File: config.mk
export PLATFORM = sky130hd
export DESIGN_NAME = pc_gen_flat
export DESIGN_NICKNAME = d
export VERILOG_FILES = /design/src/rtl/npc_pkg.sv /design/src/rtl/pc_gen_if.sv /design/src/rtl/pc_btb.sv /design/src/rtl/pc_gen.sv /design/src/flat_wrapper.sv
export SDC_FILE = /design/constraint.sdc
export NUM_CORES = 1
export LEC_CHECK = 0
export ABC_AREA = 1
export CAP_MARGIN = 40
export CORE_UTILIZATION = 25
export CTS_BUF_LIST = sky130_fd_sc_hd__clkbuf_2
export CTS_CLUSTER_SIZE = 25
export DETAILED_ROUTE_END_ITERATION = 12
export PLACE_DENSITY_LB_ADDON = 0.3
export SETUP_SLACK_MARGIN = 0.1
export SYNTH_ARGS = -nofsm -noshare
export SYNTH_HDL_FRONTEND = slang
export SYNTH_SLANG_ARGS = --single-unit
File: constraint.sdc
create_clock -name clk -period 2.2 [get_ports clk]
set_input_delay 0.44 -clock clk [delete_from_list [all_inputs] [get_ports clk]]
set_output_delay 0.44 -clock clk [all_outputs]
set_load 0.03 [all_outputs]
File: src/rtl/npc_pkg.sv
// Shared definitions for the fetch PC generator: BTB counter encoding and
// default reset / exception vectors.
package npc_pkg;

    typedef enum logic [1:0] {
        SNT = 2'b00,
        WNT = 2'b01,
        WT  = 2'b10,
        ST  = 2'b11
    } ctr_t;

    localparam logic [31:0] NPC_RESET_PC   = 32'h0000_3000;
    localparam logic [31:0] NPC_EXC_VECTOR = 32'h0000_4180;

    // Saturating 2-bit step toward the observed outcome.
    function automatic ctr_t ctr_step(input ctr_t c, input logic taken);
        ctr_t r;
        r = c;
        if (taken && c != ST)
            r = ctr_t'(c + 2'd1);
        else if (!taken && c != SNT)
            r = ctr_t'(c - 2'd1);
        return r;
    endfunction

endpackage

File: src/rtl/pc_gen_if.sv
// Fetch-side bus of the PC generator: control inputs, BTB training and
// the current fetch PC with its prediction.
interface pc_gen_if #(
    parameter int XLEN = 32
);
    logic            stall;
    logic            exc_valid;
    logic            redirect_valid;
    logic [XLEN-1:0] redirect_pc;
    logic            upd_valid;
    logic [XLEN-1:0] upd_pc;
    logic [XLEN-1:0] upd_target;
    logic            upd_taken;
    logic [XLEN-1:0] pc;
    logic            pred_taken;
    logic [XLEN-1:0] pred_target;

    modport master (
        output stall, exc_valid, redirect_valid, redirect_pc,
               upd_valid, upd_pc, upd_target, upd_taken,
        input  pc, pred_taken, pred_target
    );

    modport slave (
        input  stall, exc_valid, redirect_valid, redirect_pc,
               upd_valid, upd_pc, upd_target, upd_taken,
        output pc, pred_taken, pred_target
    );
endinterface

File: src/rtl/pc_btb.sv
// Direct-mapped branch target buffer with 2-bit saturating counters:
// combinational lookup, single update port written on the rising edge.
module pc_btb
    import npc_pkg::*;
#(
    parameter int XLEN      = 32,
    parameter int BTB_DEPTH = 8
) (
    input  logic            clk,
    input  logic            rst_n,
    input  logic [XLEN-1:0] lookup_pc,
    output logic            pred_taken,
    output logic [XLEN-1:0] pred_target,
    input  logic            upd_valid,
    input  logic [XLEN-1:0] upd_pc,
    input  logic [XLEN-1:0] upd_target,
    input  logic            upd_taken
);
    localparam int IW = $clog2(BTB_DEPTH);
    localparam int TW = XLEN - IW - 2;

    logic [BTB_DEPTH-1:0] valid;
    logic [TW-1:0]        tag    [BTB_DEPTH];
    logic [XLEN-1:0]      target [BTB_DEPTH];
    ctr_t                 ctr    [BTB_DEPTH];

    logic [IW-1:0] r_idx, u_idx;
    logic [TW-1:0] r_tag, u_tag;
    logic          u_hit;

    assign r_idx = lookup_pc[IW+1:2];
    assign r_tag = lookup_pc[XLEN-1:IW+2];
    assign u_idx = upd_pc[IW+1:2];
    assign u_tag = upd_pc[XLEN-1:IW+2];
    assign u_hit = valid[u_idx] && (tag[u_idx] == u_tag);

    assign pred_taken  = valid[r_idx] && (tag[r_idx] == r_tag) && ctr[r_idx][1];
    assign pred_target = target[r_idx];

    // Lookup sees the pre-update contents; the write lands on the edge.
    always_ff @(posedge clk or negedge rst_n) begin
        if (!rst_n) begin
            for (int i = 0; i < BTB_DEPTH; i++) begin
                valid[i]  <= 1'b0;
                tag[i]    <= '0;
                target[i] <= '0;
                ctr[i]    <= WNT;
            end
        end else if (upd_valid) begin
            if (u_hit) begin
                ctr[u_idx] <= ctr_step(ctr[u_idx], upd_taken);
                if (upd_taken)
                    target[u_idx] <= upd_target;
            end else if (upd_taken) begin
                valid[u_idx]  <= 1'b1;
                tag[u_idx]    <= u_tag;
                target[u_idx] <= upd_target;
                ctr[u_idx]    <= WT;
            end
        end
    end

endmodule

File: src/rtl/pc_gen.sv
// Fetch PC register and next-PC priority mux; prediction comes from pc_btb.
module pc_gen
    import npc_pkg::*;
#(
    parameter int              XLEN       = 32,
    parameter int              BTB_DEPTH  = 8,
    parameter logic [XLEN-1:0] RESET_PC   = XLEN'(NPC_RESET_PC),
    parameter logic [XLEN-1:0] EXC_VECTOR = XLEN'(NPC_EXC_VECTOR)
) (
    input logic     clk,
    input logic     rst_n,
    pc_gen_if.slave bus
);
    logic [XLEN-1:0] pc_q, pc_nxt;
    logic            pred_taken;
    logic [XLEN-1:0] pred_target;

    pc_btb #(
        .XLEN      (XLEN),
        .BTB_DEPTH (BTB_DEPTH)
    ) u_btb (
        .clk         (clk),
        .rst_n       (rst_n),
        .lookup_pc   (pc_q),
        .pred_taken  (pred_taken),
        .pred_target (pred_target),
        .upd_valid   (bus.upd_valid),
        .upd_pc      (bus.upd_pc),
        .upd_target  (bus.upd_target),
        .upd_taken   (bus.upd_taken)
    );

    // Exception and redirect win over stall; the word alignment is applied last
    // so no source can leave the PC misaligned.
    always_comb begin
        pc_nxt = pc_q + XLEN'(4);
        if (bus.exc_valid)
            pc_nxt = EXC_VECTOR;
        else if (bus.redirect_valid)
            pc_nxt = bus.redirect_pc;
        else if (bus.stall)
            pc_nxt = pc_q;
        else if (pred_taken)
            pc_nxt = pred_target;
        pc_nxt[1:0] = 2'b00;
    end

    always_ff @(posedge clk or negedge rst_n) begin
        if (!rst_n)
            pc_q <= RESET_PC;
        else
            pc_q <= pc_nxt;
    end

    assign bus.pc          = pc_q;
    assign bus.pred_taken  = pred_taken;
    assign bus.pred_target = pred_target;

endmodule

File: src/flat_wrapper.sv
// flat-port wrapper written by rule: the top's interface ports become plain ports
module pc_gen_flat import npc_pkg::*;
#(
    parameter int              XLEN       = 32,
    parameter int              BTB_DEPTH  = 8,
    parameter logic [XLEN-1:0] RESET_PC   = XLEN'(NPC_RESET_PC),
    parameter logic [XLEN-1:0] EXC_VECTOR = XLEN'(NPC_EXC_VECTOR)
)
  (clk, rst_n, bus_stall, bus_exc_valid, bus_redirect_valid, bus_redirect_pc, bus_upd_valid, bus_upd_pc, bus_upd_target, bus_upd_taken, bus_pc, bus_pred_taken, bus_pred_target);
  pc_gen_if #(.XLEN(XLEN)) bus_i ();
  input logic clk;
  input logic rst_n;
  input wire logic [$bits(bus_i.stall)-1:0] bus_stall;
  input wire logic [$bits(bus_i.exc_valid)-1:0] bus_exc_valid;
  input wire logic [$bits(bus_i.redirect_valid)-1:0] bus_redirect_valid;
  input wire logic [$bits(bus_i.redirect_pc)-1:0] bus_redirect_pc;
  input wire logic [$bits(bus_i.upd_valid)-1:0] bus_upd_valid;
  input wire logic [$bits(bus_i.upd_pc)-1:0] bus_upd_pc;
  input wire logic [$bits(bus_i.upd_target)-1:0] bus_upd_target;
  input wire logic [$bits(bus_i.upd_taken)-1:0] bus_upd_taken;
  output wire logic [$bits(bus_i.pc)-1:0] bus_pc;
  output wire logic [$bits(bus_i.pred_taken)-1:0] bus_pred_taken;
  output wire logic [$bits(bus_i.pred_target)-1:0] bus_pred_target;
  assign bus_i.stall = bus_stall;
  assign bus_i.exc_valid = bus_exc_valid;
  assign bus_i.redirect_valid = bus_redirect_valid;
  assign bus_i.redirect_pc = bus_redirect_pc;
  assign bus_i.upd_valid = bus_upd_valid;
  assign bus_i.upd_pc = bus_upd_pc;
  assign bus_i.upd_target = bus_upd_target;
  assign bus_i.upd_taken = bus_upd_taken;
  assign bus_pc = bus_i.pc;
  assign bus_pred_taken = bus_i.pred_taken;
  assign bus_pred_target = bus_i.pred_target;
  pc_gen #(.XLEN(XLEN), .BTB_DEPTH(BTB_DEPTH), .RESET_PC(RESET_PC), .EXC_VECTOR(EXC_VECTOR)) u_core (.clk(clk), .rst_n(rst_n), .bus(bus_i));
endmodule
==> reports/qor.yml <==
layout:
  final_util: 0.356
  drive_above_1_share: 0.217
  area_delta_synth_final_pct: 41.2
  fillers: 12400
  nNetsFinal: 5033
  stdcell_area_um2: 41500
  final_common_cell: "nand2_1"
  final_cell_mix: "nand2_1 (1400), o21ai_0 (532), dfrtp_1 (501)"
setup_path:
  cpLargestDelayFamily: "simple AND/OR/NAND/NOR gates"
  startpoint: "u_core.bus.pc[2]"
  reg2reg_to: "u_core.bus.pc[9]"
  r2r_start: "u_core.bus.pc[2]"
  cp-end-kind: "output port"
  path_depth: 16
  cp.required_ns: 1.76
  slowest_stage: "dfrtp_4"
  r2r_slack_ns: -0.73
  critPathLaunchType: "flip-flop"
  crit_chain: "buf_12 > clkinv_16 > buf_6 > nand2_1 > nand3_1 > nand3_2 > buf_4 > nand3_1 > nand2_2 > nand3_2 > nor2_2 > nand2_2 > nor2_4 > nand2_4 > clkinv_4 > buf_6"
  path_class: "flip-flop to output port"
  slowest_delay_ns: 0.54
  path_buf_inv: 6
  r2r_cells: 20
  cp.arrival_ns: 3.85
  critPathMaxFanout: 8
sta:
  rsz0062_at_grt: "yes"
  worst_pin_slew_ns: 1.04
  setup_violations: 336
  finalHoldViolations: 0
  worst_slack_ns: -2.09
  finClkSkew_ns: 0.154
  finalMaxSlewViolations: 0
  finalCritPeriodShare: 1.95
  relSlewSlack: 0.308
  fmax_ghz: 0.233
  period_needed_ns: 4.29
yosys:
  netlist.area_leader.share: 0.440
  ys_ff_latch: 526
  synthTopCellsByArea: "dfrtp_1 (44%), nand2_1 (19%), o21ai_0 (11%)"
  synthCells: 4197
  ys_seq_area_frac: 0.449
  yosysTopAreaCell: "dfrtp_1"
  syn_avg_cell_area_um2: 7.00
  synth_area_um2: 29400
  yosysWarnings: 0
  netlist-cell-type-count: 38
routing:
  postRouteAntennaNets: 0
  drt_wl_total_mm: 122
  drc_errors: 0
  first_iter_violations: 2782
  vias: 30500
  viasPerCell: 4.65
  dr.pass1.iters: 6
  routed_wire_length_per_instance_um: 18.6
pwr:
  p_per_area_nw_per_um2: 736
  power_uw: 30500
  vdd_ir_drop_max_mv: 0.419
  p_leak_uw: 0.0203
run:
  max-cap-violations: 0
global_route:
  antenna_found_initial: 4
  grt_pass1_wl_mm: 180
  gr-total-overflow: 0
  grt_pass1_vias: 29000
  grt_max_degree: 174
  gr-usage-all-layers: 0.199
clocking:
  htreeDepth: 4
  root_buffer: "clkbuf_2"
  clock_path_buffers: 3
  clock_sinks: 526
  cts-buffers-inserted: 157
  cts_tree: "done"
  clock_insertion_delay_worst_skew_ns: 1.53
  clkTransAtPathRegs_ns: 0.10
floorplanning:
  die_area_um2: 119000
  num_rows: 125
  core-area_um2: 116000
  pin_count: 168
  die_width_um: 345
  start_util: 0.252
  die_h_um: 345
run_status:
  outcome: "finished with violations"
  violations: "negative setup slack"
min_path:
  hold_class: "input port to flip-flop"
  min_to: "u_core.u_btb.target[219]"
  whs_path_depth: 4
  hold_start: "bus_upd_target[27]"
placement:
  globalplace.congestion: 0.985
  dp.final_hpwl_mm: 82.2
  place_area_um2: 37200
  port_buffers: 161
[logic make-up (layout without fill, tap and decap cells)]
group | after synthesis | count (layout) | share of synthesized area
buffers and inverters | 723 | 1555 | 0.105
AO/OA/AOI/OAI | 907 | 907 | 0.159
other | 1 | 8 | 0.000128
flip-flops | 526 | 526 | 0.449
adder cells (fa/ha/maj) | 3 | 3 | 0.00128
XOR/XNOR | 30 | 30 | 0.00895
AND/OR/NAND/NOR | 2007 | 2007 | 0.278
[metal layers]
metal	track usage	wire length [µm]
met4	0.0619	2590
met3	0.0400	8540
met1	0.282	56200
met5	0	11
met2	0.304	54400
[worst reg2reg max path, delay by kind of cell (launching register included)]
family          cells  cell delay [ns]
flops               1             0.54
buf+inv             6             0.81
compound gates      1             0.23
simple gates       13             1.18
[timing repair]
| action | in CTS | in global routing |
|---|---|---|
| setup buffers | 22 | 34 |
| hold endpoints to repair | 1048 | 0 |
| hold buffers | 113 | 0 |
| endpoints found under the setup margin | 333 | 336 |
| resized for setup | 393 | 74 |
| gates cloned | 7 | 7 |
| pin swaps | 27 | 19 |
[where the power goes]
group | switching (µW) | internal (µW)
logic | 5690 | 4470
clock network | 4710 | 3000
registers | 1070 | 11600
[cell usage after synthesis]
| master | n |
|---|---|
| buf_2 | 58 |
| xnor2_1 | 1 |
| o22ai_1 | 5 |
| nor2_1 | 212 |
| a21oi_1 | 133 |
| nor3_1 | 9 |
| dfrtp_1 | 516 |
| o22a_1 | 1 |
| nand3b_1 | 6 |
| a22oi_1 | 2 |
| o21a_1 | 32 |
| o2111ai_1 | 2 |
| or2_2 | 2 |
| and3_1 | 2 |
| nand2_8 | 8 |
| o211ai_1 | 3 |
| buf_1 | 32 |
| nand2_1 | 1452 |
| inv_1 | 461 |
| nor3_4 | 1 |
| o21ai_0 | 640 |
| nor2_4 | 1 |
| a31oi_1 | 2 |
| xor2_1 | 29 |
| clkinv_1 | 2 |
| dfstp_2 | 10 |
| nand3_2 | 1 |
| o21ai_1 | 86 |
| nand3_1 | 290 |
| clkbuf_1 | 112 |
| conb_1 | 1 |
| a221oi_1 | 1 |
| buf_4 | 24 |
| inv_2 | 7 |
| buf_6 | 26 |
| inv_8 | 1 |
| ha_1 | 3 |
| nand4_1 | 23 |
[sequential cells by signal, summed over array words and instances (netlist names)]
register             count
u_core.u_btb.target    256
u_core.u_btb.ctr        16
u_core.u_btb.valid       8
u_core.u_btb.tag       216
u_core.bus.pc           30
[how the worst max path moves through the flow]
stage,slack [ns],to
after global placement,-1.11,u_core.u_btb.ctr[15]
final,-2.09,bus_pred_taken
after global routing,-2.28,bus_pred_taken
after floorplan,-0.20,bus_pred_taken
after detailed placement,-1.11,u_core.u_btb.tag[99]
after CTS,-2.18,bus_pred_taken
[final cells by class]
cell class / count / area (µm²) / area share
Antenna cell: 6 / 15.0 / 0.000362
Clock buffer: 224 / 1120 / 0.0270
Clock inverter: 38 / 246 / 0.00594
Inverter: 471 / 1820 / 0.0439
Multi-Input combinational cell: 2949 / 14100 / 0.339
Sequential cell: 526 / 13200 / 0.318
Tap cell: 1524 / 1910 / 0.0460
Timing Repair Buffer: 821 / 9080 / 0.219
Timing Repair inverter: 1 / 8.76 / 0.000211
[stage by stage]
step / setup slack (ns) / TNS [ns] / cells / hold slack [ns]
after floorplan: -0.197 / -29.44 / 4198 / 0.144
after global placement: -1.11 / -337.55 / 6115 / 0.361
after detailed placement: -1.11 / -340.67 / 6115 / 0.363
after CTS: -2.18 / -117.12 / 6518 / 0.00593
after global routing: -2.28 / -200.92 / 6558 / 0.108
final: -2.09 / -149.88 / 6560 / 0.138
No activity file was read; power rests on OpenSTA's default activity.
